## src/rtl/cpu_types_pkg.sv

```systemverilog
// Shared CPU types for the five-stage MIPS pipeline.
// Holds register index width and hazard controller state encoding.
package cpu_types_pkg;

   localparam int unsigned REG_W = 5;

   typedef logic [REG_W-1:0] regbits_t;

   typedef enum logic [1:0] {
      RUN     = 2'd0,
      MEMWAIT = 2'd1,
      HALTED  = 2'd2
   } hazard_state_t;

endpackage

```

## src/rtl/hazard_ctrl.sv

```systemverilog
// Pipeline hazard/sequencing controller: latch stall/flush, PC enable,
// sticky halt and a saturating stall-cycle counter.
module hazard_ctrl
   import cpu_types_pkg::*;
#(
   parameter int unsigned CNT_W = 16
) (
   input  logic             CLK,
   input  logic             nRST,
   input  logic             ihit,
   input  logic             dhit,
   input  logic             dmem_req,
   input  logic             ex_load,
   input  regbits_t         ex_wsel,
   input  regbits_t         de_rs,
   input  regbits_t         de_rt,
   input  logic             de_uses_rt,
   input  logic             ex_pcsrc,
   input  logic             mem_halt,
   output logic             fd_stall,
   output logic             fd_flush,
   output logic             de_stall,
   output logic             de_flush,
   output logic             em_stall,
   output logic             em_flush,
   output logic             mw_flush,
   output logic             pc_en,
   output logic             halt,
   output logic [CNT_W-1:0] stall_count
);

   hazard_state_t state;
   logic          luse, mstall, mstall_eff;

   always_comb begin
      luse = ex_load & (ex_wsel != '0)
           & ((ex_wsel == de_rs) | (de_uses_rt & (ex_wsel == de_rt)));
      mstall = dmem_req & ~dhit;
      // a completing access in MEMWAIT is treated as a hit, not a new miss
      mstall_eff = (state == RUN) ? mstall : 1'b0;

      fd_stall = 1'b0;
      fd_flush = 1'b0;
      de_stall = 1'b0;
      de_flush = 1'b0;
      em_stall = 1'b0;
      em_flush = 1'b0;
      mw_flush = 1'b0;
      pc_en    = 1'b0;

      if (state == HALTED) begin
         fd_stall = 1'b1;
         de_stall = 1'b1;
         em_stall = 1'b1;
         fd_flush = 1'b1;
         de_flush = 1'b1;
         mw_flush = 1'b1;
      end else if (state == MEMWAIT && !dhit) begin
         fd_stall = 1'b1;
         de_stall = 1'b1;
         em_stall = 1'b1;
      end else if (mem_halt) begin
         fd_stall = 1'b1;
         de_stall = 1'b1;
         em_stall = 1'b1;
         em_flush = 1'b1;
      end else if (mstall_eff) begin
         fd_stall = 1'b1;
         de_stall = 1'b1;
         em_stall = 1'b1;
      end else if (ex_pcsrc) begin
         fd_flush = 1'b1;
         de_flush = 1'b1;
         pc_en    = ihit;
      end else if (luse) begin
         fd_stall = 1'b1;
         de_flush = 1'b1;
      end else begin
         pc_en = ihit;
      end
   end

   always_ff @(posedge CLK or negedge nRST) begin
      if (!nRST) begin
         state       <= RUN;
         halt        <= 1'b0;
         stall_count <= '0;
      end else begin
         case (state)
            RUN: begin
               if (mem_halt) begin
                  state <= HALTED;
                  halt  <= 1'b1;
               end else if (mstall) begin
                  state <= MEMWAIT;
               end
            end
            MEMWAIT: if (dhit) state <= RUN;
            HALTED:  state <= HALTED;
            default: state <= RUN;
         endcase

         if (state != HALTED && !pc_en && stall_count != '1) begin
            stall_count <= stall_count + 1'b1;
         end
      end
   end

endmodule

```

## config.mk

```make
export PLATFORM = sky130hd
export DESIGN_NAME = hazard_ctrl
export DESIGN_NICKNAME = d
export VERILOG_FILES = /design/src/rtl/cpu_types_pkg.sv /design/src/rtl/hazard_ctrl.sv
export SDC_FILE = /design/constraint.sdc
export NUM_CORES = 1
export LEC_CHECK = 0
export BUFFER_PORTS_ARGS = -buffer_cell sky130_fd_sc_hd__buf_2
export CAP_MARGIN = 0
export CORE_UTILIZATION = 49
export CTS_BUF_LIST = sky130_fd_sc_hd__clkbuf_8
export CTS_CLUSTER_SIZE = 24
export DETAILED_ROUTE_END_ITERATION = 10
export PLACE_DENSITY = 0.82
export SLEW_MARGIN = 40
export SYNTH_ARGS = -nofsm -noshare
export SYNTH_HDL_FRONTEND = slang
export SYNTH_SLANG_ARGS = --single-unit
```

## constraint.sdc

```tcl
create_clock -name CLK -period 2.2 [get_ports CLK]
set_clock_uncertainty 0.1 [all_clocks]
set_input_delay 0.22 -clock CLK [delete_from_list [all_inputs] [get_ports CLK]]
set_output_delay 0.22 -clock CLK [all_outputs]
set_load 0.05 [all_outputs]
```

==> results.sh, run 1 <==
export IMPL_relSlewSlack_pct=71.7
export IMPL_clk_path_buf_depth=2
export IMPL_vias=1009
export IMPL_final_util_pct=68.4
export IMPL_htree_num_levels=1
export IMPL_cts_root_buf="clkbuf_8"
export IMPL_critPathLaunch="state[0]"
export IMPL_ant_nets=0
export IMPL_die_w_um=50.3
export IMPL_grt_max_degree=20
export IMPL_clk_insertion_delay_late_ns=0.25
export IMPL_fin_area_sq_um=1510
export IMPL_multi_input_area_sq_um=672
export IMPL_max_clock_freq_mhz=463
export IMPL_syn2layout_area_growth_pct=32.4
export IMPL_synth_cell_types=36
export IMPL_setup_ws_ns=0.0418
export IMPL_p_per_area_nw_per_um2=641
export IMPL_ff2ff_setup_slack_ns=0.14
export IMPL_worstPathArrival_ns=1.84
export IMPL_die_h_um=50.3
export IMPL_drive_gt1_share_pct=43.0
export IMPL_antennaDiodeCount=0
export IMPL_grt_pass1_wl_um=3680
export IMPL_path_max_fanout=6
export IMPL_worstReg2RegStart="stall_count[7]"
export IMPL_rr_worst_depth=7
export IMPL_dr_pass1_iters=4
export IMPL_p_leak_nw=0.674
export IMPL_setup_viol=0
export IMPL_area_sequential_sq_um=475
export IMPL_vias_per_cell=5.23
export IMPL_clock_sinks=19
export IMPL_antenna_found_initial=0
export IMPL_endpoint_kind="primary output"
export IMPL_timing_rr_end="stall_count[11]"
export IMPL_drt_iter0_drc=15
export IMPL_yosys_warnings=0
export IMPL_port_buffers=48
export IMPL_grt_pass1_vias=895
export IMPL_fin_crit_sh_pct=98.1
export IMPL_drc=0
export IMPL_finalCriticalPeriod_ns=2.16
export IMPL_grt_use_total_pct=19.1
export IMPL_synth_seq_area_share_pct=41.6
export IMPL_worstMarginPinSlew_ns=0.424
export IMPL_status="finished, final reports clean"
export IMPL_dp_cells=188
export IMPL_cp_endpoint="fd_stall"
export IMPL_gp_congestion=0.773
export IMPL_dp_slack_ns=0.0591
export IMPL_syn_inst=112
export IMPL_io_pins=49
export IMPL_cp_start_kind="flip-flop"
export IMPL_die_area_sq_um=2530
export IMPL_max_cap_violations=0
export IMPL_grt_overflow=0
export IMPL_final_cell_count_no_fill=193
export IMPL_final_common_cell="buf_2"
export IMPL_wl_per_cell_um=12.2
export IMPL_mostFrequentLayoutCells="48 x buf_2, 19 x dfrtp_1, 12 x xor2_1"
export IMPL_hold_class="input pin to flip-flop"
export IMPL_start_util_pct=51.6
export IMPL_critPathRequiredTime_ns=1.88
export IMPL_fin_setup_tns_ns=0
export IMPL_criticalPathCategory="flip-flop to primary output"
export IMPL_clk_pin_slew_ns=0.07
export IMPL_rsz0062_at_grt="true"
export IMPL_synth_avg_cell_area_sq_um=10.2
export IMPL_hold_violations=0
export IMPL_cts_tree="done"
export IMPL_vdd_drop_max_mv=0.458
export IMPL_numCtsBuffers=3
export IMPL_dp_hpwl_um=1870
export IMPL_wirelength_um=2360
export IMPL_synth_seq_cells=19
export IMPL_synthesis_nets=137
export IMPL_synth_area_sq_um=1140
export IMPL_core_sq_um=2210
export IMPL_place_area_sq_um=1430
export IMPL_fillCellCount=190
export IMPL_rows=17
export IMPL_drv_slew=0
export IMPL_layout_nets=191
export IMPL_hold_depth=2
## what timing repair did
action,4_1_cts,5_1_grt
pin swaps,0,0
setup endpoints to repair,2,2
setup buffers,0,0
gates resized for setup,1,4
hold buffers,1,0
endpoints found under the hold margin,19,0
## kinds of logic after synthesis
kind of cell,Yosys count,share of synthesized area [%]
XOR/XNOR,23,17.6
AND/OR/NAND/NOR,50,25.6
AO/OA/AOI/OAI,10,7.67
flip-flops,19,41.6
multiplexers,3,3.29
buffers and inverters,6,3.07
adder cells (fa/ha/maj),1,1.10
## synth_stat cells, drive strengths merged
cell type   n  area share [%]
o21a        1            0.66
o22ai       1             1.1
a31o        1            0.77
or2         2             1.1
a31oi       1             1.9
and3        2             1.1
xor2       12             9.2
nor3        5             2.6
a211oi      1            0.66
and2b       1            0.88
inv         3            0.99
nor3b       2             1.3
xnor2      11             8.4
nand2      11             3.6
buf         3             2.1
a21o        1            0.66
nor2        7             2.5
ha          1             1.1
nand4       1            0.55
mux2        3             3.3
nand2b      2             1.1
dfrtp      19              42
nor4b       4             3.6
nor4        6             3.8
nand3       5             2.2
a21oi       3             1.3
or4         1            0.66
o31ai       1            0.66
or3         1            0.55
## power by group
group / switching, mW / internal [mW] / leakage (nW)
clock network: 0.115 / 0.126 / 0.0255
logic: 0.205 / 0.0983 / 0.428
registers: 0.0410 / 0.385 / 0.221
## sequential cells by signal (all words and copies together), names as in the netlist
| register | count |
|---|---|
| state | 2 |
| stall_count | 16 |
| halt | 1 |
## worst max-delay path, stage by stage, from the launching register on
cell and delay, ns:
dfrtp_1 0.42, or2_2 0.34, a21oi_4 0.20, nand2b_2 0.12
or2_2 0.30, buf_2 0.21
## worst min path at each step
stage                     from              to  slack, ns
after floorplan           nRST            halt      -0.18
after global placement    nRST  stall_count[4]       0.07
after detailed placement  nRST  stall_count[4]       0.08
after CTS                 dhit        state[0]       0.03
after global routing      dhit        state[0]       0.04
final                     dhit        state[0]       0.04
## metal layers
metal / GRT usage, % / wire (um) / up-vias
met4: 4.76 / 0 / 0
met3: 4.55 / 138 / 0
met1: 23.1 / 1050 / 472
li1: - / - / 500
met2: 33.6 / 1180 / 37
met5: 0 / 0 / -
## per-stage QoR
stage	hold WS [ns]	power [mW]
finish	0.0428	0.970
global route	0.0392	1.02
CTS	0.0271	0.982
detailed placement	0.0820	0.737
global placement	0.0699	0.727
floorplan	-0.176	0.644
## final cells by class
cell class	instances	area share (%)
Multi-Input combinational cell	87	44.4
Sequential cell	19	31.4
Timing Repair Buffer	52	18.0
Clock buffer	3	2.73
Tap cell	28	2.32
Inverter	3	0.744
Clock inverter	1	0.331
(Power assumes the default switching activity.)
==> run 2: changes to the inputs <==
==> constraint.sdc (replaced) <==
create_clock -name CLK -period 2.1 [get_ports CLK]
set_clock_uncertainty 0.1 [all_clocks]
set_input_delay 0.21 -clock CLK [delete_from_list [all_inputs] [get_ports CLK]]
set_output_delay 0.21 -clock CLK [all_outputs]
set_load 0.05 [all_outputs]
==> run 2 against run 1 <==
Effect of this change: count of clock-buffer cells in the layout unchanged; sequential cell count stayed put; final cell count grew 2.1%; final area rose by 4.1%; worst hold slack worse by 0.0080 ns; global-route usage grew 1.4 points; sequential share of layout area shrank 0.69 points; non-clock buffer count rose by 4; critical path type unchanged; largest power group unchanged.
==> results.sh, run 2 (synthesis results as in run 1) <==
export IMPL_status="finished, final reports clean"
export IMPL_worstPathArrival_ns=1.73
export IMPL_die_w_um=50.3
export IMPL_max_cap_violations=0
export IMPL_dp_hpwl_um=1880
export IMPL_setup_viol=0
export IMPL_cp_num_buf_inv=2
export IMPL_critPathRequiredTime_ns=1.79
export IMPL_vdd_drop_max_mv=0.434
export IMPL_path_cells="or2_2 -> a21oi_2 -> buf_4 -> nand2b_4 -> or2_4 -> buf_8"
export IMPL_relSlewSlack_pct=72.1
export IMPL_final_common_cell="buf_2"
export IMPL_drive_gt1_share_pct=49.7
export IMPL_endpoint_kind="primary output"
export IMPL_p_per_area_nw_per_um2=653
export IMPL_clk_pin_slew_ns=0.07
export IMPL_numCtsBuffers=3
export IMPL_max_stage_delay_ns=0.39
export IMPL_fin_area_sq_um=1580
export IMPL_core_sq_um=2210
export IMPL_vias=1026
export IMPL_hold_class="input pin to flip-flop"
export IMPL_setup_ws_ns=0.0567
export IMPL_gp_congestion=0.707
export IMPL_antennaDiodeCount=0
export IMPL_grt_max_degree=20
export IMPL_hold_violations=0
export IMPL_clock_sinks=19
export IMPL_cp_start_kind="flip-flop"
export IMPL_antenna_found_initial=0
export IMPL_max_clock_freq_mhz=489
export IMPL_place_area_sq_um=1470
export IMPL_clk_path_buf_depth=2
export IMPL_dp_slack_ns=0.0676
export IMPL_clk_insertion_delay_late_ns=0.26
export IMPL_largest_reg_flops=16
export IMPL_die_h_um=50.3
export IMPL_io_pins=49
export IMPL_mostFrequentLayoutCells="45 x buf_2, 12 x xor2_1, 12 x dfrtp_1"
export IMPL_multi_input_area_sq_um=677
export IMPL_criticalPathCategory="flip-flop to primary output"
export IMPL_grt_pass1_vias=923
export IMPL_grt_overflow=0
export IMPL_drt_iter0_drc=16
export IMPL_final_cell_count_no_fill=197
export IMPL_die_area_sq_um=2530
export IMPL_wirelength_um=2460
export IMPL_top_register="stall_count"
export IMPL_area_sequential_sq_um=484
export IMPL_fillCellCount=173
export IMPL_dr_pass1_iters=6
export IMPL_finalCriticalPeriod_ns=2.04
export IMPL_drv_slew=0
export IMPL_port_buffers=48
export IMPL_grt_pass1_wl_um=3880
export IMPL_path_max_fanout=4
export IMPL_htree_num_levels=1
export IMPL_vias_per_cell=5.21
export IMPL_cts_tree="done"
export IMPL_start_util_pct=51.6
export IMPL_p_leak_nw=0.690
export IMPL_syn2layout_area_growth_pct=37.9
export IMPL_critPathSlowestCell="dfrtp_1"
export IMPL_reg_top3="stall_count: 16 flops, state: 2 flops, halt: 1 flops"
export IMPL_ant_nets=0
export IMPL_finalPower_mw=1.03
export IMPL_rows=17
export IMPL_dp_cells=191
export IMPL_worstMarginPinSlew_ns=0.418
export IMPL_fin_crit_sh_pct=97.3
export IMPL_drc=0
export IMPL_wl_per_cell_um=12.5
export IMPL_grt_use_total_pct=20.4
export IMPL_cpLargestDelayFamily="simple AND/OR/NAND/NOR gates"
export IMPL_layout_nets=195
export IMPL_cts_root_buf="clkbuf_8"
## run 2: routing by layer
| layer | share of wire (%) | global-route usage [%] | vias to the layer above |
|---|---|---|---|
| met5 | 0 | 0 | - |
| met3 | 5.3 | 3.03 | 5 |
| met1 | 43 | 24.6 | 481 |
| li1 | - | - | 505 |
| met2 | 50 | 34.4 | 35 |
| met4 | 2.0 | 11.4 | 0 |
## run 2: worst reg2reg max path: stages (launching register included)
cell	delay (ns)
dfrtp_2	0.44
and3_1	0.22
and3_1	0.21
nand3_1	0.16
nor3_2	0.09
buf_4	0.16
nor4_1	0.35
xor2_1	0.18
## run 2: worst paths after layout
check / start / end / slack [ns] / depth (start not counted)
min in group asynchronous: nRST / stall_count[11] / 0.31 / 2
worst min register to register: stall_count[9] / stall_count[9] / 0.37 / 1
worst max register to register: stall_count[7] / stall_count[11] / 0.13 / 7
worst max-delay path: state[0] / fd_stall / 0.06 / 6
max in group asynchronous: nRST / stall_count[2] / 1.27 / 2
worst min-delay path: dhit / state[0] / 0.03 / 2
## run 2: final cells by class
class / count / area share [%]
sequential: 19 / 30.7
tap: 28 / 2.22
multi-input combinational: 87 / 43.0
timing repair buffer: 56 / 20.4
clock buffer: 3 / 2.62
clock inverter: 1 / 0.318
inverter: 3 / 0.715
## run 2: where the power goes
group	switching, mW	total (mW)	internal (mW)	leakage, nW
clock	0.125	0.257	0.132	0.0255
combinational	0.215	0.320	0.105	0.450
sequential	0.0457	0.452	0.406	0.215
## run 2: repair_timing
| item | in CTS | in global routing |
|---|---|---|
| endpoints found under the setup margin | 3 | 8 |
| resized for setup | 4 | 8 |
| buffers inserted | 0 | 1 |
| pin swaps | 1 | 2 |
| hold buffers | 1 | 0 |
| hold endpoints to repair | 19 | 0 |
## run 2: stage by stage
step	hold WS [ns]	setup TNS, ns	util, %
detailed placement	0.0692	0	66.3
CTS	0.0162	-0.0274	69.4
global route	0.0494	-0.00308	71.2
floorplan	-0.186	-0.0267	-
finish	0.0347	0	71.2
global placement	0.0589	0	66.3
==> run 3: changes to the inputs <==
--- a/config.mk
+++ b/config.mk
@@ -9,9 +9,11 @@
 export CAP_MARGIN = 0
 export CORE_UTILIZATION = 49
 export CTS_BUF_LIST = sky130_fd_sc_hd__clkbuf_8
+export CTS_CLUSTER_DIAMETER = 60
 export CTS_CLUSTER_SIZE = 24
 export DETAILED_ROUTE_END_ITERATION = 10
 export PLACE_DENSITY = 0.82
+export SETUP_SLACK_MARGIN = 0.5
 export SLEW_MARGIN = 40
 export SYNTH_ARGS = -nofsm -noshare
 export SYNTH_HDL_FRONTEND = slang
==> run 3 against run 2 <==
Effect of this change: worst hold slack better by 0.027 ns; sequential cell count unchanged; worst setup slack better by 0.0055 ns; global-route usage up 4.8 points; sequential share of layout area down 6.7 points; highest routed layer unchanged.
==> results.sh, run 3 (synthesis results as in run 1) <==
export IMPL_fin_setup_tns_ns=0
export IMPL_antennaDiodeCount=0
export IMPL_reg_top3="stall_count: 16 flops, state: 2 flops, halt: 1 flops"
export IMPL_cp_start_kind="input pin"
export IMPL_hold_violations=0
export IMPL_grt_max_degree=20
export IMPL_path_cells="buf_2 -> xnor2_1 -> nand3_1 -> o22ai_2 -> nand2_1 -> nor2_2 -> or2_4 -> buf_8"
export IMPL_die_area_sq_um=2530
export IMPL_grt_pass1_vias=982
export IMPL_port_buffers=48
export IMPL_vdd_drop_max_mv=0.804
export IMPL_max_clock_freq_mhz=491
export IMPL_hold_depth=2
export IMPL_finalCriticalPeriod_ns=2.04
export IMPL_relSlewSlack_pct=72.5
export IMPL_critPathRequiredTime_ns=1.79
export IMPL_dp_cells=189
export IMPL_p_leak_nw=0.882
export IMPL_min_to="state[0]"
export IMPL_syn2layout_area_growth_pct=78.9
export IMPL_timing_rr_end="stall_count[15]"
export IMPL_dp_hpwl_um=1990
export IMPL_rr_worst_depth=8
export IMPL_drive_gt1_share_pct=69.7
export IMPL_fin_crit_sh_pct=97.0
export IMPL_finalPower_mw=1.12
export IMPL_ff2ff_setup_slack_ns=0.07
export IMPL_criticalPathCategory="input pin to primary output"
export IMPL_rsz0062_at_grt="true"
export IMPL_die_h_um=50.3
export IMPL_drc=0
export IMPL_max_stage_delay_ns=0.32
export IMPL_grt_overflow=0
export IMPL_endpoint_kind="primary output"
export IMPL_clock_sinks=19
export IMPL_worstReg2RegStart="state[1]"
export IMPL_hp_start="dhit"
export IMPL_clk_insertion_delay_late_ns=0.27
export IMPL_antenna_found_initial=0
export IMPL_setup_viol=0
export IMPL_io_pins=49
export IMPL_clk_path_buf_depth=2
export IMPL_max_cap_violations=0
export IMPL_hold_class="input pin to flip-flop"
export IMPL_dr_pass1_iters=4
export IMPL_clk_pin_slew_ns=0.07
export IMPL_status="finished, final reports clean"
export IMPL_cts_tree="done"
export IMPL_layout_nets=211
export IMPL_cts_root_buf="clkbuf_8"
export IMPL_die_w_um=50.3
export IMPL_wl_per_cell_um=21.5
export IMPL_drt_iter0_drc=35
export IMPL_final_cell_count_no_fill=213
export IMPL_grt_pass1_wl_um=4590
export IMPL_vias=1261
export IMPL_cpLargestDelayFamily="simple AND/OR/NAND/NOR gates"
export IMPL_cp_num_buf_inv=2
export IMPL_rows=17
export IMPL_largest_reg_flops=16
export IMPL_critPathSlowestCell="o22ai_2"
export IMPL_place_area_sq_um=1550
export IMPL_final_common_cell="buf_2"
export IMPL_grt_use_total_pct=25.2
export IMPL_wirelength_um=4590
export IMPL_htree_num_levels=1
export IMPL_ant_nets=0
export IMPL_path_max_fanout=3
export IMPL_mostFrequentLayoutCells="40 x buf_2, 15 x buf_4, 12 x xor2_1, 12 x dfrtp_2"
export IMPL_worstMarginPinSlew_ns=0.412
export IMPL_core_sq_um=2210
export IMPL_hold_slack_ns=0.0612
export IMPL_fin_area_sq_um=2040
export IMPL_vias_per_cell=5.92
export IMPL_drv_slew=0
export IMPL_top_register="stall_count"
export IMPL_gp_congestion=0.794
export IMPL_numCtsBuffers=3
export IMPL_start_util_pct=51.6
export IMPL_p_per_area_nw_per_um2=549
export IMPL_worstPathArrival_ns=1.73
## run 3: repair_timing
action,in CTS,in global routing
endpoints found under the hold margin,19,0
buffers inserted,7,12
hold buffers,1,0
gates resized for setup,32,27
pin swaps,9,22
setup endpoints to repair,23,24
## run 3: final cells by class
cell class	instances	area, sq um
clock inverter	1	3.75
fill	78	169
timing repair buffer	72	528
clock buffer	3	41.3
tap	28	35.0
inverter	3	11.3
sequential	19	490
multi-input combinational	87	933
## run 3: worst register-to-register path, delay by kind of cell, from the launching register on
| kind | cells | cell delay [ns] |
|---|---|---|
| buf+inv | 2 | 0.29 |
| simple gates | 2 | 0.47 |
| flops | 1 | 0.44 |
| compound gates | 3 | 0.29 |
| mux | 1 | 0.33 |
## run 3: worst max path at each step
stage,start,endpoint,cells past startpoint,slack [ns]
6_report,ex_wsel[1],fd_stall,8,0.06
5_1_grt,ex_wsel[1],fd_stall,8,0.003
3_3_place_gp,ex_wsel[1],stall_count[14],6,0.10
4_1_cts,state[0],fd_stall,6,0.11
2_1_floorplan,stall_count[3],stall_count[15],4,0.23
3_5_place_dp,ex_wsel[1],stall_count[15],6,0.06
## run 3: report_power, final
part	leakage [nW]	total, mW	internal, mW	switching, mW
clock	0.0269	0.258	0.131	0.127
sequential	0.209	0.470	0.411	0.0595
combinational	0.645	0.393	0.132	0.261
total	0.882	1.12	0.673	0.448
## run 3: stage by stage
step           setup WS [ns]  utilization (%)
2_1_floorplan          0.233                -
3_3_place_gp           0.103             70.2
3_5_place_dp          0.0645             70.2
4_1_cts                0.114             80.9
5_1_grt              0.00303             92.4
6_report              0.0622             92.4
## run 3: metal layers
layer | GRT usage, % | share of wire, %
met5 | 0 | 0
met1 | 29.1 | 38
met4 | 5.71 | 5.1
met2 | 45.3 | 51
met3 | 7.27 | 5.5
